## config.mk

```make
export PLATFORM = sky130hd
export DESIGN_NAME = addsub_acc_nbits
export DESIGN_NICKNAME = d
export VERILOG_FILES = /design/src/rtl/addsub_acc_nbits.sv
export SDC_FILE = /design/constraint.sdc
export NUM_CORES = 1
export LEC_CHECK = 0
export CAP_MARGIN = 20
export CORE_MARGIN = 2
export CORE_UTILIZATION = 50
export CTS_BUF_LIST = sky130_fd_sc_hd__clkbuf_16
export CTS_CLUSTER_DIAMETER = 100
export DETAILED_ROUTE_END_ITERATION = 10
export PLACE_DENSITY = 0.81
export SETUP_SLACK_MARGIN = 0.3
export SLEW_MARGIN = 5
export SYNTH_ARGS = -nofsm -noshare
export SYNTH_HDL_FRONTEND = slang
export SYNTH_SLANG_ARGS = --single-unit
export TNS_END_PERCENT = 30
```

## constraint.sdc

```tcl
create_clock -name clk -period 10.84 [get_ports clk]
set_input_delay 1.626 -clock clk [delete_from_list [all_inputs] [get_ports clk]]
set_output_delay 1.626 -clock clk [all_outputs]
set_load 0.005 [all_outputs]
```

## src/rtl/addsub_acc_nbits.sv

```systemverilog
// Registered WIDTH-bit two's-complement add/sub with running accumulator, optional
// saturation, valid/ready handshake on both sides and a sticky overflow flag.
module addsub_acc_nbits #(
   parameter int WIDTH = 8,
   parameter bit SAT   = 1'b0
) (
   input  logic             clk,
   input  logic             rst,
   input  logic             in_valid,
   output logic             in_ready,
   input  logic [WIDTH-1:0] a,
   input  logic [WIDTH-1:0] b,
   input  logic [1:0]       op,
   input  logic             acc_clr,
   output logic             out_valid,
   input  logic             out_ready,
   output logic [WIDTH-1:0] s,
   output logic             cout,
   output logic             ovf,
   output logic             zero,
   output logic             neg,
   output logic             ovf_sticky
);

   localparam logic signed [WIDTH-1:0] SMAX = {1'b0, {(WIDTH-1){1'b1}}};
   localparam logic signed [WIDTH-1:0] SMIN = {1'b1, {(WIDTH-1){1'b0}}};

   // On overflow the wrapped sign is the inverse of the true sign, so it picks the rail.
   function automatic logic signed [WIDTH-1:0] saturate(input logic signed [WIDTH-1:0] r,
                                                         input logic                    ovf_in);
      if (SAT && ovf_in)
         saturate = r[WIDTH-1] ? SMAX : SMIN;
      else
         saturate = r;
   endfunction

   logic signed [WIDTH-1:0] acc_p1;
   logic signed [WIDTH-1:0] acc_x_p0;
   logic signed [WIDTH-1:0] x_p0;
   logic signed [WIDTH-1:0] y_p0;
   logic signed [WIDTH-1:0] yinv_p0;
   logic signed [WIDTH-1:0] r_p0;
   logic signed [WIDTH-1:0] s_p0;
   logic        [WIDTH:0]   sum_p0;
   logic                    sub_p0;
   logic                    ovf_p0;
   logic                    accept_p0;

   logic signed [WIDTH-1:0] s_p1;
   logic                    vld_p1;
   logic                    cout_p1;
   logic                    ovf_p1;
   logic                    zero_p1;
   logic                    neg_p1;
   logic                    sticky_p1;

   // ---- stage p0: operand select and arithmetic on the offered op ----
   assign in_ready  = !rst && (!vld_p1 || out_ready);
   assign accept_p0 = in_valid && in_ready;

   // A same-cycle clear makes an accumulate op start from zero.
   assign acc_x_p0 = acc_clr ? '0 : acc_p1;
   assign x_p0     = op[1] ? acc_x_p0 : $signed(a);
   assign y_p0     = op[1] ? $signed(a) : $signed(b);
   assign sub_p0   = op[0];
   assign yinv_p0  = y_p0 ^ {WIDTH{sub_p0}};
   assign sum_p0   = {1'b0, x_p0} + {1'b0, yinv_p0} + {{WIDTH{1'b0}}, sub_p0};
   assign r_p0     = sum_p0[WIDTH-1:0];
   assign ovf_p0   = (x_p0[WIDTH-1] == (y_p0[WIDTH-1] ^ sub_p0)) &&
                     (r_p0[WIDTH-1] != x_p0[WIDTH-1]);
   assign s_p0     = saturate(r_p0, ovf_p0);

   // ---- stage p1: single output register, accumulator and sticky flag ----
   always_ff @(posedge clk) begin
      if (rst) begin
         vld_p1    <= 1'b0;
         s_p1      <= '0;
         cout_p1   <= 1'b0;
         ovf_p1    <= 1'b0;
         zero_p1   <= 1'b0;
         neg_p1    <= 1'b0;
         sticky_p1 <= 1'b0;
         acc_p1    <= '0;
      end else begin
         if (accept_p0) begin
            vld_p1  <= 1'b1;
            s_p1    <= s_p0;
            cout_p1 <= sum_p0[WIDTH];
            ovf_p1  <= ovf_p0;
            zero_p1 <= (s_p0 == '0);
            neg_p1  <= s_p0[WIDTH-1];
         end else if (out_ready) begin
            vld_p1  <= 1'b0;
         end

         if (accept_p0 && op[1])
            acc_p1 <= s_p0;
         else if (acc_clr)
            acc_p1 <= '0;

         if (accept_p0)
            sticky_p1 <= (sticky_p1 && !acc_clr) || ovf_p0;
         else if (acc_clr)
            sticky_p1 <= 1'b0;
      end
   end

   assign out_valid  = vld_p1;
   assign s          = s_p1;
   assign cout       = cout_p1;
   assign ovf        = ovf_p1;
   assign zero       = zero_p1;
   assign neg        = neg_p1;
   assign ovf_sticky = sticky_p1;

endmodule

```

==> results.yml, run 1 <==
synthesis:
  synthFlopType: "dfxtp_1"
  synth_commonest_cells: "nand2_1 (24), dfxtp_1 (21), a21oi_1 (12), mux2i_1 (12), nor2_1 (11)"
  async_flop_share: 0
  yosys_warnings: 0
  syn_avg_cell_area_um2: 8.29
  synth_adder_area_share: 0.0738
  yosys.area_share.xor_xnor: 0.0780
  synth-simple-area-share: 0.232
  synth_cells: 176
  synth_top_family_by_area: "simple AND/OR/NAND/NOR gates"
  yosys.area.top_type_share: 0.288
  yosysMostFrequentCell: "nand2_1"
  syn_nets: 207
  synth.area.top_cells: "dfxtp_1 (29%), mux2i_1 (8.2%), nand2_1 (6.2%)"
  ys_seq_area_frac: 0.288
  netlist.top_cell.by_area: "dfxtp_1"
  synth_compound_area_frac: 0.151
  ys_ff_latch: 21
  syn_area_um2: 1460
  synthMuxAreaShare: 0.121
  synth-edff-count: 0
  synthDistinctLibCells: 39
clock_tree:
  cts.reportedPaths.clkPinSlew_ps: 60
  cts-resized-gates: 0
  cts_buffers: 3
  clock_latency_ps: 250
  cts_tree: "yes"
  cts_max_level: 1
  cts_sinks: 21
  hold_buffers: 0
  cts_buffer_depth: 2
  post_cts_buffers: 0
  root_buffer: "clkbuf_16"
worst_setup_path:
  critical_path.startpoint: "rst"
  end_kind: "output port"
  crit_type: "in2out"
  reg2reg_from: "acc_p1[0]"
  setup.worst_path.start_class: "primary input"
  critical_path_arrival_ps: 3200
  worstReg2RegEnd: "zero"
  endpoint: "in_ready"
  worstPathMaxFanout: 20
  required_ps: 9210
  r2r_slack_ps: 8120
  r2r_cells: 10
sta:
  rsz0062_at_grt: "false"
  finalHoldViolCount: 0
  max_freq_ghz: 0.207
  tightest_slew_ps: 622
  whs_ps: 458
  worst_slack_ps: 6020
  setup_viol_count_final: 0
  skew_ps: 1.33
  setup_tns_ps: 0
  period_share: 0.445
  final.min_clock_period_ps: 4820
  maxSlewHeadroom: 0.578
  maxSlewViolCount: 0
routing:
  drt_iter0_markers: 62
  avgViaCountPerCell: 5.66
  wirelength_um: 3260
  drt_pass1_iterations: 4
  wl_per_cell_um: 13.7
  vias: 1353
  ant_nets: 0
  drc: 0
global_routing:
  grt-ovfl-total: 0
  grt_antenna_before_repair: 0
  grt_pass1_wl_um: 5790
  grt_usage: 0.220
  grt_start_max_net_pins: 24
  grt_pass1_vias: 1293
cells_and_area:
  fin_nets: 240
  syn_to_final_growth_pct: 30.7
  drive_gt1_frac: 0.0673
  fin_util: 0.691
  antennaDiodeCount: 0
place:
  gp_congestion: 0.854
  place_hpwl_um: 2520
  place_ws_ps: 6030
  portBuffers: 37
die:
  die_y_um: 58.0
  start_util: 0.529
  die_width_um: 58.0
  io_pins: 38
  rows: 19
  dieArea_um2: 3370
  coreArea_um2: 2760
run:
  drv_cap: 0
hold_path:
  min_path_type: "reg2reg"
power:
  p_per_area_nw_per_um2: 132
  combPwrFrac: 0.344
  switchingPower_w: 0.0000745
  seq_power_share: 0.350
  power_leakage_nw: 0.831
  p_int_w: 0.000177
  peakVddDrop_mv: 0.150
  swShare: 0.296
  clkPwrFrac: 0.306
outcome:
  status: "finished, final reports clean"
[placed cells by master, fill, tap and decap left out]
cell type	count
and2b_1	4
o31ai_1	2
ha_1	7
nand2_1	24
a2111o_1	1
o22ai_1	1
a211oi_1	1
o221ai_2	1
and2_1	2
xor2_1	3
mux2i_1	12
nor3_1	3
nor2b_1	2
o211ai_1	1
o21ai_0	5
dfxtp_1	21
xnor2_1	10
a21oi_1	12
o311ai_1	1
fa_1	1
clkinv_2	1
nand4_1	1
o31ai_2	1
nand2b_1	3
o21a_1	2
or4_1	2
or3b_1	1
a21o_1	2
nand3b_1	7
nand3_1	4
clkbuf_16	3
nor2b_2	1
a221oi_1	1
mux2_2	5
inv_1	9
clkdlybuf4s50_1	37
nor2_1	11
buf_4	1
o211ai_2	1
and3_1	1
[flip-flops by register name, indices dropped and copies added (netlist names)]
signal      flops
ovf_sticky      1
cout            1
acc_p1          8
out_valid       1
ovf             1
zero            1
s               8
[area by class of cell]
class	instances	area (µm²)
clock buffer	3	75.1
clock inverter	1	5.00
fill	219	851
inverter	9	33.8
multi-input combinational	136	956
sequential	21	420
tap	31	38.8
timing repair buffer	38	378
[per-stage QoR]
step / power (W) / std cells / instance area, µm²
after floorplan: 0.000143 / 176 / 1460
after global placement: 0.000172 / 235 / 1830
after detailed placement: 0.000175 / 235 / 1830
after CTS: 0.000252 / 239 / 1910
after global routing: 0.000268 / 239 / 1910
final: 0.000252 / 239 / 1910
[worst max-delay path: stages]
cell and delay [ps]:
clkdlybuf4s50_1 740, nor2_1 300, clkdlybuf4s50_1 540
[kinds of logic (layout without fill, tap and decap cells)]
logic type / Yosys count / count (layout)
AO/OA/AOI/OAI: 32 / 32
XOR/XNOR: 13 / 13
adder cells (fa/ha/maj): 8 / 8
buffers and inverters: 19 / 51
flip-flops: 21 / 21
multiplexers: 17 / 17
AND/OR/NAND/NOR: 66 / 66
[how the worst min path moves through the flow]
stage                    start          to  cells after the start
floorplan           ovf_sticky  ovf_sticky                      2
global placement           ovf         ovf                      2
detailed placement         ovf         ovf                      2
CTS                        ovf         ovf                      2
global route               ovf         ovf                      2
finish              ovf_sticky  ovf_sticky                      2
[layer usage]
| layer | global-route usage | vias up | routed length [µm] |
|---|---|---|---|
| met3 | 0.0290 | 5 | 150 |
| met5 | 0 | - | 0 |
| li1 | - | 674 | - |
| met1 | 0.294 | 633 | 1450 |
| met4 | 0.0831 | 0 | 38 |
| met2 | 0.360 | 41 | 1620 |
[power by group through the flow]
stage	clock, W	sequential, W	combinational, W
after floorplan	0	0.0000896	0.0000530
after global placement	0	0.0000891	0.0000826
after detailed placement	0	0.0000897	0.0000854
after CTS	0.0000780	0.0000880	0.0000862
after global routing	0.0000828	0.0000887	0.0000964
final	0.0000771	0.0000880	0.0000864
Note: power is estimated with default switching activity, not from simulation.
==> inputs of run 2 (changes only) <==
--- a/config.mk
+++ b/config.mk
@@ -7,11 +7,11 @@
 export LEC_CHECK = 0
 export CAP_MARGIN = 20
 export CORE_MARGIN = 2
-export CORE_UTILIZATION = 50
+export CORE_UTILIZATION = 48
 export CTS_BUF_LIST = sky130_fd_sc_hd__clkbuf_16
 export CTS_CLUSTER_DIAMETER = 100
 export DETAILED_ROUTE_END_ITERATION = 10
-export PLACE_DENSITY = 0.81
+export PLACE_DENSITY = 0.78
 export SETUP_SLACK_MARGIN = 0.3
 export SLEW_MARGIN = 5
 export SYNTH_ARGS = -nofsm -noshare
==> constraint.sdc (replaced) <==
create_clock -name clk -period 4.7 [get_ports clk]
set_input_delay 0.705 -clock clk [delete_from_list [all_inputs] [get_ports clk]]
set_output_delay 0.705 -clock clk [all_outputs]
set_load 0.005 [all_outputs]
==> run 2 against run 1 <==
  * Utilization decreased by 5.1 points
  * Sequential share of layout area about the same
  * Via count decreased by 0.30%
  * Non-clock buffer count unchanged
  * Register-to-register slack got worse by 6100 ps
  * Global-route usage decreased by 0.75 points
  * Hold slack got worse by 5.4 ps
  * Power increased by 130%
  * Highest routed layer unchanged
  * Cell count increased by 0.84%
==> results.yml, run 2 (same netlist as run 1, synthesis figures left out) <==
global_routing:
  grt_antenna_before_repair: 0
  grt-ovfl-total: 0
  grt_start_max_net_pins: 21
  grt_pass1_wl_um: 5710
  grt_usage: 0.212
  grt_pass1_vias: 1249
worst_setup_path:
  worstReg2RegEnd: "zero"
  end_kind: "flip-flop"
  critical_path.startpoint: "op[1]"
  endpoint: "zero"
  required_ps: 4870
  r2r_slack_ps: 1970
  crit_type: "in2reg"
  setup.worst_path.start_class: "primary input"
  reg2reg_from: "acc_p1[0]"
  r2r_cells: 10
  critical_path_arrival_ps: 3960
  worstPathMaxFanout: 13
routing:
  drc: 0
  drt_pass1_iterations: 4
  drt_iter0_markers: 39
  avgViaCountPerCell: 5.60
  vias: 1349
  wirelength_um: 3460
  wl_per_cell_um: 14.4
  ant_nets: 0
clock_tree:
  hold_buffers: 0
  clock_latency_ps: 250
  root_buffer: "clkbuf_16"
  cts_tree: "yes"
  cts_buffer_depth: 2
  post_cts_buffers: 0
  cts.reportedPaths.clkPinSlew_ps: 50
  cts_max_level: 1
  cts_buffers: 3
  cts_sinks: 21
  cts-resized-gates: 0
power:
  p_per_area_nw_per_um2: 303
  peakVddDrop_mv: 0.141
  power_leakage_nw: 0.832
cells_and_area:
  fin_nets: 240
  fin_util: 0.641
  antennaDiodeCount: 0
  syn_to_final_growth_pct: 30.8
  fillCellCount: 261
  final_common_cell: "clkdlybuf4s50_1"
  final_cell_mix: "clkdlybuf4s50_1 (37), nand2_1 (24), dfxtp_1 (21), mux2i_1 (12), a21oi_1 (12)"
  drive_gt1_frac: 0.0625
die:
  die_y_um: 59.1
  die_width_um: 59.1
  io_pins: 38
  start_util: 0.490
  dieArea_um2: 3500
  coreArea_um2: 2980
  rows: 20
sta:
  setup_viol_count_final: 0
  final.min_clock_period_ps: 3790
  worst_slack_ps: 910
  period_share: 0.806
  skew_ps: 2.81
  setup_tns_ps: 0
  maxSlewViolCount: 0
  maxSlewHeadroom: 0.558
  finalHoldViolCount: 0
  max_freq_ghz: 0.264
  rsz0062_at_grt: "false"
  whs_ps: 452
  tightest_slew_ps: 661
outcome:
  status: "finished, final reports clean"
place:
  portBuffers: 37
  place_hpwl_um: 2640
  place_ws_ps: 670
  gp_congestion: 0.949
hold_path:
  hp-start: "ovf"
  min_path_type: "reg2reg"
run:
  drv_cap: 0
==> run 2: worst min-delay path by stage <==
| stage | slack, ps | cells after the start | endpoint |
|---|---|---|---|
| floorplan | 450 | 2 | ovf_sticky |
| global placement | 440 | 2 | ovf_sticky |
| detailed placement | 450 | 2 | ovf |
| CTS | 460 | 2 | ovf |
| global route | 490 | 2 | s[0] |
| finish | 450 | 2 | ovf |
==> run 2: stage by stage <==
stage | cells | total power (W) | cell area (µm²)
3_3_place_gp | 237 | 0.000395 | 1830
2_1_floorplan | 176 | 0.000329 | 1460
5_1_grt | 241 | 0.000610 | 1910
3_5_place_dp | 237 | 0.000405 | 1830
4_1_cts | 241 | 0.000579 | 1910
6_report | 241 | 0.000579 | 1910
==> run 2: layout make-up <==
| type | count | area, µm² | share of cell area |
|---|---|---|---|
| Tap cell | 33 | 41.3 | 0.0216 |
| Multi-Input combinational cell | 136 | 956 | 0.501 |
| Sequential cell | 21 | 420 | 0.220 |
| Clock buffer | 3 | 75.1 | 0.0393 |
| Inverter | 9 | 33.8 | 0.0177 |
| Timing Repair Buffer | 38 | 378 | 0.198 |
| Clock inverter | 1 | 3.75 | 0.00197 |
==> run 2: per-layer routing <==
layer / vias to the layer above / share of wire / track usage
li1: 673 / - / -
met1: 623 / 0.42 / 0.263
met2: 44 / 0.50 / 0.378
met3: 9 / 0.049 / 0.0218
met4: 0 / 0.024 / 0.0779
met5: - / 0 / 0
==> run 2: power breakdown <==
| part | internal, W | switching (W) |
|---|---|---|
| Combinational | 0.0000997 | 0.000103 |
| Sequential | 0.000195 | 0.00000796 |
| Clock | 0.000113 | 0.0000609 |
| Total | 0.000408 | 0.000171 |
==> run 2: critical path: stages <==
cell	delay (ps)
clkdlybuf4s50_1	710
or3b_1	500
o221ai_2	100
inv_1	120
fa_1	410
a21o_1	190
a21oi_1	240
nand2b_1	170
a221oi_1	130
or4_1	510
o31ai_2	180
